--- src/rtl/axi_isolate_err_front_pkg.sv ---
// Shared AXI definitions for the isolate error front: widths, response and
// atomic codes, request/response channel structs and FSM state encodings.
package axi_isolate_err_front_pkg;

    localparam int unsigned IdW   = 4;
    localparam int unsigned AddrW = 32;
    localparam int unsigned DataW = 64;
    localparam int unsigned UserW = 1;

    // Bit of aw.atop that marks an atomic which also returns read data.
    localparam int unsigned ATOP_R_RESP = 5;

    localparam logic [1:0] RESP_OKAY   = 2'b00;
    localparam logic [1:0] RESP_EXOKAY = 2'b01;
    localparam logic [1:0] RESP_SLVERR = 2'b10;
    localparam logic [1:0] RESP_DECERR = 2'b11;

    typedef logic [IdW-1:0]     id_t;
    typedef logic [AddrW-1:0]   addr_t;
    typedef logic [DataW-1:0]   data_t;
    typedef logic [DataW/8-1:0] strb_t;
    typedef logic [UserW-1:0]   user_t;

    typedef struct packed {
        id_t        id;
        addr_t      addr;
        logic [7:0] len;
        logic [2:0] size;
        logic [1:0] burst;
        logic [5:0] atop;
        user_t      user;
    } aw_chan_t;

    typedef struct packed {
        data_t data;
        strb_t strb;
        logic  last;
        user_t user;
    } w_chan_t;

    typedef struct packed {
        id_t        id;
        logic [1:0] resp;
        user_t      user;
    } b_chan_t;

    typedef struct packed {
        id_t        id;
        addr_t      addr;
        logic [7:0] len;
        logic [2:0] size;
        logic [1:0] burst;
        user_t      user;
    } ar_chan_t;

    typedef struct packed {
        id_t        id;
        data_t      data;
        logic [1:0] resp;
        logic       last;
        user_t      user;
    } r_chan_t;

    typedef struct packed {
        aw_chan_t aw;
        logic     aw_valid;
        w_chan_t  w;
        logic     w_valid;
        logic     b_ready;
        ar_chan_t ar;
        logic     ar_valid;
        logic     r_ready;
    } axi_req_t;

    typedef struct packed {
        logic    aw_ready;
        logic    ar_ready;
        logic    w_ready;
        logic    b_valid;
        b_chan_t b;
        logic    r_valid;
        r_chan_t r;
    } axi_resp_t;

    typedef enum logic [1:0] {WIdle, WData, WResp} w_state_e;
    typedef enum logic       {RIdle, RData}        r_state_e;

    // True when an AW atomic opcode expects a read response as well as B.
    function automatic logic atop_has_r_resp(input logic [5:0] atop);
        return atop[ATOP_R_RESP];
    endfunction

endpackage

--- src/rtl/axi_isolate_err_front.sv ---
// Error front for the AXI isolation stage: while downstream is isolated, new
// AW/AR are accepted locally and answered with error B / R beats; otherwise
// every channel passes straight through.
module axi_isolate_err_front
    import axi_isolate_err_front_pkg::*;
#(
    parameter type        axi_req_t  = axi_isolate_err_front_pkg::axi_req_t,
    parameter type        axi_resp_t = axi_isolate_err_front_pkg::axi_resp_t,
    parameter logic [1:0] ErrResp    = RESP_DECERR,
    parameter logic [63:0] ErrData   = 64'h0
) (
    input  logic      clk_i,
    input  logic      rst_ni,
    input  axi_req_t  slv_req_i,
    output axi_resp_t slv_resp_o,
    output axi_req_t  mst_req_o,
    input  axi_resp_t mst_resp_i,
    input  logic      isolated_i
);

    typedef logic [$bits(slv_req_i.aw.id)-1:0]    err_id_t;
    typedef logic [$bits(slv_resp_o.r.data)-1:0]  err_data_t;

    w_state_e   w_state_q, w_state_d;
    r_state_e   r_state_q, r_state_d;
    err_id_t    w_id_q, w_id_d;
    err_id_t    r_id_q, r_id_d;
    logic [7:0] r_cnt_q, r_cnt_d;

    // Error routing is only considered out of reset so that reset is a pure
    // pass-through regardless of the isolation flag.
    logic iso_active;
    assign iso_active = isolated_i & rst_ni;

    // Write-side controls
    logic aw_hold, aw_accept, w_absorb, b_err, atop_load;
    // Read-side controls
    logic ar_hold, ar_accept, r_err;

    // Write FSM: accept AW locally, soak up its W beats, then return one error B.
    always_comb begin
        w_state_d = w_state_q;
        w_id_d    = w_id_q;
        aw_hold   = 1'b0;
        aw_accept = 1'b0;
        w_absorb  = 1'b0;
        b_err     = 1'b0;
        atop_load = 1'b0;
        case (w_state_q)
            WIdle: begin
                if (iso_active && slv_req_i.aw_valid) begin
                    aw_hold = 1'b1;
                    // An atomic needing an R beat must wait for the read FSM.
                    if (!atop_has_r_resp(slv_req_i.aw.atop) || (r_state_q == RIdle)) begin
                        aw_accept = 1'b1;
                        w_id_d    = slv_req_i.aw.id;
                        w_state_d = WData;
                        atop_load = atop_has_r_resp(slv_req_i.aw.atop);
                    end
                end
            end
            WData: begin
                aw_hold  = 1'b1;
                w_absorb = 1'b1;
                if (slv_req_i.w_valid && slv_req_i.w.last) w_state_d = WResp;
            end
            WResp: begin
                // Holding AW here keeps the error B ahead of any later real B.
                aw_hold = 1'b1;
                b_err   = 1'b1;
                if (slv_req_i.b_ready) w_state_d = WIdle;
            end
            default: w_state_d = WIdle;
        endcase
    end

    // Write FSM state register
    always_ff @(posedge clk_i or negedge rst_ni) begin
        if (!rst_ni) begin
            w_state_q <= WIdle;
            w_id_q    <= '0;
        end else begin
            w_state_q <= w_state_d;
            w_id_q    <= w_id_d;
        end
    end

    // Read FSM: accept AR locally (or take an atomic's R beat) and stream error beats.
    always_comb begin
        r_state_d = r_state_q;
        r_id_d    = r_id_q;
        r_cnt_d   = r_cnt_q;
        ar_hold   = 1'b0;
        ar_accept = 1'b0;
        r_err     = 1'b0;
        case (r_state_q)
            RIdle: begin
                if (iso_active && slv_req_i.ar_valid) begin
                    ar_hold = 1'b1;
                    // A same-cycle atomic AW claims the read FSM first.
                    if (!atop_load) begin
                        ar_accept = 1'b1;
                        r_id_d    = slv_req_i.ar.id;
                        r_cnt_d   = slv_req_i.ar.len;
                        r_state_d = RData;
                    end
                end
                if (atop_load) begin
                    r_id_d    = slv_req_i.aw.id;
                    r_cnt_d   = '0;
                    r_state_d = RData;
                end
            end
            RData: begin
                ar_hold = 1'b1;
                r_err   = 1'b1;
                if (slv_req_i.r_ready) begin
                    if (r_cnt_q == '0) r_state_d = RIdle;
                    else               r_cnt_d   = r_cnt_q - 8'd1;
                end
            end
            default: r_state_d = RIdle;
        endcase
    end

    // Read FSM state register
    always_ff @(posedge clk_i or negedge rst_ni) begin
        if (!rst_ni) begin
            r_state_q <= RIdle;
            r_id_q    <= '0;
            r_cnt_q   <= '0;
        end else begin
            r_state_q <= r_state_d;
            r_id_q    <= r_id_d;
            r_cnt_q   <= r_cnt_d;
        end
    end

    // Channel muxing: pass-through by default, overridden by the FSM controls.
    always_comb begin
        mst_req_o  = slv_req_i;
        slv_resp_o = mst_resp_i;
        if (aw_hold) begin
            mst_req_o.aw_valid  = 1'b0;
            slv_resp_o.aw_ready = aw_accept;
        end
        if (w_absorb) begin
            mst_req_o.w_valid  = 1'b0;
            slv_resp_o.w_ready = 1'b1;
        end
        if (b_err) begin
            slv_resp_o.b_valid = 1'b1;
            slv_resp_o.b.id    = w_id_q;
            slv_resp_o.b.resp  = ErrResp;
            slv_resp_o.b.user  = '0;
            mst_req_o.b_ready  = 1'b0;
        end
        if (ar_hold) begin
            mst_req_o.ar_valid  = 1'b0;
            slv_resp_o.ar_ready = ar_accept;
        end
        if (r_err) begin
            slv_resp_o.r_valid = 1'b1;
            slv_resp_o.r.id    = r_id_q;
            slv_resp_o.r.data  = err_data_t'(ErrData);
            slv_resp_o.r.resp  = ErrResp;
            slv_resp_o.r.last  = (r_cnt_q == '0);
            slv_resp_o.r.user  = '0;
            mst_req_o.r_ready  = 1'b0;
        end
    end

endmodule

--- config.mk ---
export PLATFORM = sky130hd
export DESIGN_NAME = axi_isolate_err_front
export DESIGN_NICKNAME = d
export VERILOG_FILES = /design/src/rtl/axi_isolate_err_front_pkg.sv /design/src/rtl/axi_isolate_err_front.sv
export SDC_FILE = /design/constraint.sdc
export NUM_CORES = 1
export LEC_CHECK = 0
export CORE_AREA = 2 2 212 214
export DETAILED_ROUTE_END_ITERATION = 8
export DIE_AREA = 0 0 214 216
export PLACE_DENSITY_LB_ADDON = 0.05
export SKIP_CTS_REPAIR_TIMING = 1
export SLEW_MARGIN = 25
export SYNTH_ARGS = -nofsm -noshare
export SYNTH_HDL_FRONTEND = slang
export SYNTH_SLANG_ARGS = --single-unit
export TNS_END_PERCENT = 50
--- constraint.sdc ---
create_clock -name clk_i -period 1.67 [get_ports clk_i]
set_clock_uncertainty 0.05 [all_clocks]
set_input_delay 0.2505 -clock clk_i [delete_from_list [all_inputs] [get_ports clk_i]]
set_output_delay 0.2505 -clock clk_i [all_outputs]
set_load 0.05 [all_outputs]
==> flow_summary.json, run 1 <==
{
  "status": "finished with violations",
  "violations": "setup timing",
  "place_ws_ns": -0.417,
  "min_period_over_period_pct": 120,
  "r2r_start": "r_cnt_q[1]$_DFFE_PN0P_",
  "grt_max_degree": 36,
  "leakage_nw": 2.75,
  "avgSynthCellArea_um2": 8.03,
  "drc": 0,
  "r2r_end": "r_cnt_q[5]$_DFFE_PN0P_",
  "rows": 77,
  "cts.path.max_buffers": 2,
  "die_h_um": 216,
  "regArea_um2": 479,
  "cp-endpoint": "slv_resp_o[83]",
  "grt-busiest-layer": "met2",
  "synthDistinctLibCells": 50,
  "grt-ovfl-total": 0,
  "first_pass_iters": 4,
  "max_clock_freq_mhz": 501,
  "seq_area_frac_synth_pct": 14.9,
  "cts_tree": "built",
  "hp-class": "primary input to async pin",
  "grt_util_met1_pct": 6.45,
  "critical_path_class": "flop to output pin",
  "cp.depth": 7,
  "placed_area_um2": 6230,
  "combPwrFrac_pct": 64.9,
  "vdd_drop_max_uv": 333,
  "internal_power_mw": 2.11,
  "setup_viol_count_final": 99,
  "maxCapViolCount": 0,
  "synth-seq-cells": 19,
  "hold_ws_ns": 0.135,
  "dieArea_um2": 46200,
  "reg2reg_depth": 9,
  "synth_cells": 396,
  "cp_slowest_cell": "dfrtp_1",
  "initial_core_util_pct": 7.26,
  "synth_warnings": 0,
  "gp_congestion": 0.658,
  "synthArstFlopShare_pct": 100,
  "finish.utilization_pct": 16.1,
  "p_sw_share_pct": 38.2,
  "grt_pass1_vias": 2917,
  "antenna_found_initial": 2,
  "crit_family": "flip-flops",
  "startpoint": "w_state_q[1]$_DFFE_PN0P_",
  "nNetsFinal": 765,
  "port_buffers": 216,
  "ioPinCount": 541,
  "startpoint_type": "flop",
  "setup_slack_ns": -0.327,
  "dp_hpwl_mm": 13.7,
  "drive_gt1_share_pct": 61.1,
  "area_growth_syn_to_layout_pct": 122,
  "grtUsageMet3_pct": 3.40,
  "power_switching_mw": 1.31,
  "totalWireLength_mm": 16.6,
  "power_mw": 3.42,
  "core-area_um2": 43800,
  "clk_pin_slew_ns": 0.07,
  "drt_iter0_drc": 64,
  "ys.flop_type": "dfrtp_1",
  "fillers": 4828,
  "h-tree-depth": 1,
  "max_slew_margin_pct": 77.1,
  "arrival_ns": 1.70,
  "synth_fp_nets": 674,
  "multiInputGateArea_um2": 1930,
  "vias": 2895,
  "slowest_delay_ns": 0.40,
  "seq_power_share_pct": 19.4,
  "synth-edff-count": 0,
  "crit_chain": "inv_2 -> ha_4 -> and4_4 -> nor2_4 -> o21ai_2 -> o31ai_4 -> clkbuf_16",
  "grt.met2_usage_pct": 11.3,
  "crit_required_ns": 1.37,
  "vias_per_cell": 2.68,
  "insertion_delay_ns": 0.26,
  "clock_power_share_pct": 15.7,
  "rsz0062_at_grt": "yes",
  "cts-buffers-inserted": 3,
  "cts_root_buffer": "clkbuf_16",
  "crit_path_end_kind": "output pin",
  "r2r_slack_ns": -0.24,
  "die_x_um": 214,
  "grt_pass1_wl_mm": 21.6,
  "path_max_fanout": 4,
  "clock_sinks": 19,
  "synthesis.area_um2": 3180,
  "design_area_um2": 7070,
  "final_hold_viol_count": 0,
  "grtUsageTotal_pct": 6.28,
  "tightest_slew_ns": 0.344,
  "finalMaxSlewViolations": 0,
  "antenna_left": 0,
  "period_minus_slack_ns": 2.00,
  "wl_per_cell_um": 15.4,
  "cellPowerDensity_nw_per_um2": 484,
  "cp_num_buf_inv": 2
}
## metrics by stage
| step | TNS (ns) | instances |
|---|---|---|
| after floorplan | -8.95 | 396 |
| after global placement | -6.83 | 1058 |
| after detailed placement | -7.14 | 1058 |
| after CTS | -18.39 | 1062 |
| after global routing | -17.21 | 1078 |
| final | -11.60 | 1079 |
## registers in the layout (all words and copies together), names as in the netlist
register and flops:
r_cnt_q 8, w_state_q 2, r_id_q 4, r_state_q 1, w_id_q 4
## layout make-up
type                       instances  area share [%]
timing repair buffer             279            53.9
clock buffer                       4            1.11
tap                              592            10.5
inverter                           8           0.425
multi-input combinational        176            27.3
antenna                            1          0.0354
sequential                        19            6.78
## layer usage
| layer | wire (µm) | up-vias |
|---|---|---|
| li1 | - | 1294 |
| met1 | 5730 | 1331 |
| met2 | 8730 | 228 |
| met3 | 1840 | 38 |
| met4 | 212 | 4 |
| met5 | 53 | - |
## power groups by stage
stage                     registers, mW  logic, mW  clock network, mW
after detailed placement          0.661       1.83                  0
after global routing              0.681       2.33              0.587
after floorplan                   0.646       1.92                  0
after global placement            0.660       1.85                  0
after CTS                         0.655       1.84              0.565
final                             0.663       2.22              0.538
## cells by family after synthesis
logic type,Yosys count,synth area share [%]
DFF,19,14.9
AOI/OAI and AO/OA,38,8.58
and+or+nand+nor,114,22.3
muxes,18,6.33
adders and majority gates,6,2.36
buffers and inverters,201,45.5
## worst min path at each step
stage,to,slack (ns),from,cells past startpoint
after CTS,mst_req_o[103],0.45,slv_req_i[103],0
final,w_state_q[0]$_DFFE_PN0P_,0.13,rst_ni,2
after global placement,w_id_q[2]$_DFFE_PN0P_,0.45,w_id_q[2]$_DFFE_PN0P_,1
after detailed placement,w_id_q[2]$_DFFE_PN0P_,0.45,w_id_q[2]$_DFFE_PN0P_,1
after global routing,w_state_q[0]$_DFFE_PN0P_,0.18,rst_ni,2
after floorplan,r_cnt_q[0]$_DFFE_PN0P_,-0.1,rst_ni,0
## worst register-to-register path, stage by stage, from the launching register on
cell      delay (ns)
dfrtp_1         0.37
inv_2           0.06
ha_4            0.15
nor4b_4         0.12
buf_4           0.15
buf_6           0.12
buf_4           0.12
a21o_2          0.25
a2111o_1        0.38
nand4_1         0.07
## synth_stat cells, types with 6 or more instances
cell / number / area, µm²
clkbuf_1: 9 / 33.8
o21ai_0: 9 / 45.0
dfrtp_1: 19 / 475
buf_4: 180 / 1350
nand2_1: 12 / 45.0
inv_1: 7 / 26.3
nand3_1: 9 / 45.0
mux2_2: 13 / 146
nor2b_1: 68 / 425
or2_2: 8 / 50.1
ha_1: 6 / 75.1
## layout by cell type (no fill, tap or decap), drive strengths merged, types with 3 or more instances in the layout
cell type	synthesis	final
buf	184	165
clkdlybuf4s50	0	107
nor2b	68	68
dfrtp	19	19
mux2	14	14
nand2	12	12
nand3	9	9
clkbuf	9	9
o21ai	9	9
or2	8	8
inv	8	8
ha	6	6
a31oi	5	5
a21oi	5	5
mux2i	4	4
nor3	3	3
nor2	3	3
(Power assumes the default switching activity.)
==> inputs of run 2 (changes only) <==
--- a/config.mk
+++ b/config.mk
@@ -6,6 +6,7 @@
 export NUM_CORES = 1
 export LEC_CHECK = 0
 export CORE_AREA = 2 2 212 214
+export CTS_CLUSTER_DIAMETER = 30
 export DETAILED_ROUTE_END_ITERATION = 8
 export DIE_AREA = 0 0 214 216
 export PLACE_DENSITY_LB_ADDON = 0.05
==> results of run 2 <==
Same layout as run 1: the final DEF is identical, and so are final timing and power.
==> inputs of run 3 (changes only) <==
--- a/config.mk
+++ b/config.mk
@@ -6,6 +6,7 @@
 export NUM_CORES = 1
 export LEC_CHECK = 0
 export CORE_AREA = 2 2 212 214
+export CTS_BUF_LIST = sky130_fd_sc_hd__clkbuf_16
 export CTS_CLUSTER_DIAMETER = 30
 export DETAILED_ROUTE_END_ITERATION = 8
 export DIE_AREA = 0 0 214 216
==> flow_summary.json, run 3 (synthesis gave the netlist of run 1 again) <==
{
  "wl_met2_mm": 8.73,
  "grt_pass1_vias": 2917,
  "grt-ovfl-total": 0,
  "maxCapViolCount": 0,
  "hp-class": "primary input to async pin",
  "port_buffers": 216,
  "nNetsFinal": 765,
  "hold_ws_ns": 0.135,
  "layoutNonFillerInstCount": 1079,
  "status": "finished with violations",
  "layout_commonest_cell": "clkdlybuf4s50_1",
  "tightest_slew_ns": 0.344,
  "die_x_um": 214,
  "cts.path.max_buffers": 2,
  "regMostFlops": "r_cnt_q",
  "vias": 2896,
  "drt_iter0_drc": 64,
  "top_layer": "met5",
  "antenna_found_initial": 2,
  "h-tree-depth": 1,
  "critical_path_class": "flop to output pin",
  "crit_family": "flip-flops",
  "startpoint_type": "flop",
  "setup_slack_ns": -0.327,
  "routed-wl-met3_mm": 1.84,
  "cp_num_buf_inv": 2,
  "ioPinCount": 541,
  "die_h_um": 216,
  "area_growth_syn_to_layout_pct": 122,
  "drive_gt1_share_pct": 61.1,
  "setup_viol_count_final": 99,
  "arrival_ns": 1.70,
  "final_hold_viol_count": 0,
  "place_ws_ns": -0.417,
  "multiInputGateArea_um2": 1930,
  "dp_hpwl_mm": 13.7,
  "core-area_um2": 43800,
  "totalWireLength_mm": 16.6,
  "vdd_drop_max_uv": 327,
  "finalMaxSlewViolations": 0,
  "gp_congestion": 0.658,
  "grt_max_degree": 36,
  "min_period_over_period_pct": 120,
  "vias_per_cell": 2.68,
  "rsz0062_at_grt": "yes",
  "crit_path_end_kind": "output pin",
  "clk_pin_slew_ns": 0.07,
  "crit_chain": "inv_2 -> ha_4 -> and4_4 -> nor2_4 -> o21ai_2 -> o31ai_4 -> clkbuf_16",
  "antenna_left": 0,
  "cts_root_buffer": "clkbuf_16",
  "leakage_nw": 2.76,
  "layout_common_cells": "107 x clkdlybuf4s50_1, 99 x buf_12, 54 x nor2b_4",
  "wl_per_cell_um": 15.4,
  "first_pass_iters": 4,
  "dp_cells": 1058,
  "crit_required_ns": 1.37,
  "grtUsageTotal_pct": 6.28,
  "cp_slowest_cell": "dfrtp_1",
  "path_max_fanout": 4,
  "fillers": 4828,
  "insertion_delay_ns": 0.26,
  "largest_register_ffs": 8,
  "max_clock_freq_mhz": 501,
  "max_slew_margin_pct": 77.1,
  "period_minus_slack_ns": 2.00,
  "regArea_um2": 479,
  "initial_core_util_pct": 7.26,
  "slowest_delay_ns": 0.40,
  "reg.largest.list": "r_cnt_q (8), r_id_q (4), w_id_q (4)",
  "grt_pass1_wl_mm": 21.6,
  "violations": "setup timing",
  "dieArea_um2": 46200,
  "cellPowerDensity_nw_per_um2": 483,
  "rows": 77,
  "cts-buffers-inserted": 3,
  "wl_met1_mm": 5.73,
  "drc": 0,
  "cts_tree": "built",
  "clock_sinks": 19
}
-- run 3: changes by cell type in the layout (fill, tap and decap cells not counted), sizes merged --
cell and delta:
clkbuf -1, inv +1
-- run 3: power by group --
group / switching [mW] / internal, mW
Combinational: 1.00 / 1.22
Clock: 0.211 / 0.320
Sequential: 0.0928 / 0.570
Total: 1.31 / 2.11
-- run 3: final cells by class --
type	instances	share of cell area (%)
antenna	1	0.0354
clock buffer	3	1.06
clock inverter	1	0.0531
inverter	8	0.425
multi-input combinational	176	27.3
sequential	19	6.78
tap	592	10.5
timing repair buffer	279	53.9
-- run 3: per-layer routing --
| layer | GRT usage, % | up-vias |
|---|---|---|
| li1 | - | 1294 |
| met1 | 6.45 | 1332 |
| met2 | 11.3 | 228 |
| met3 | 3.40 | 38 |
| met4 | 1.03 | 4 |
| met5 | 0.938 | - |
-- run 3: path summary, 6_finish.rpt --
check	start	to	slack, ns	cells past startpoint
setup / recovery	w_state_q[1]$_DFFE_PN0P_	slv_resp_o[83]	-0.33	7
hold / removal	rst_ni	w_state_q[0]$_DFFE_PN0P_	0.14	2
setup reg to reg	r_cnt_q[1]$_DFFE_PN0P_	r_cnt_q[5]$_DFFE_PN0P_	-0.24	9
hold reg to reg	w_id_q[2]$_DFFE_PN0P_	w_id_q[2]$_DFFE_PN0P_	0.47	1
max in group asynchronous	rst_ni	r_state_q$_DFF_PN0_	1.16	2
min in group clk_i	slv_req_i[120]	mst_req_o[120]	0.45	0
-- run 3: stage by stage --
stage               power, mW  TNS, ns  cell area, µm²  util (%)
floorplan                2.57    -8.95            3430         -
global placement         2.51    -6.83            6230      14.2
detailed placement       2.49    -7.14            6230      14.2
CTS                      3.05   -18.39            6310      14.4
global route             3.59   -17.21            7070      16.1
finish                   3.41   -11.60            7070      16.1
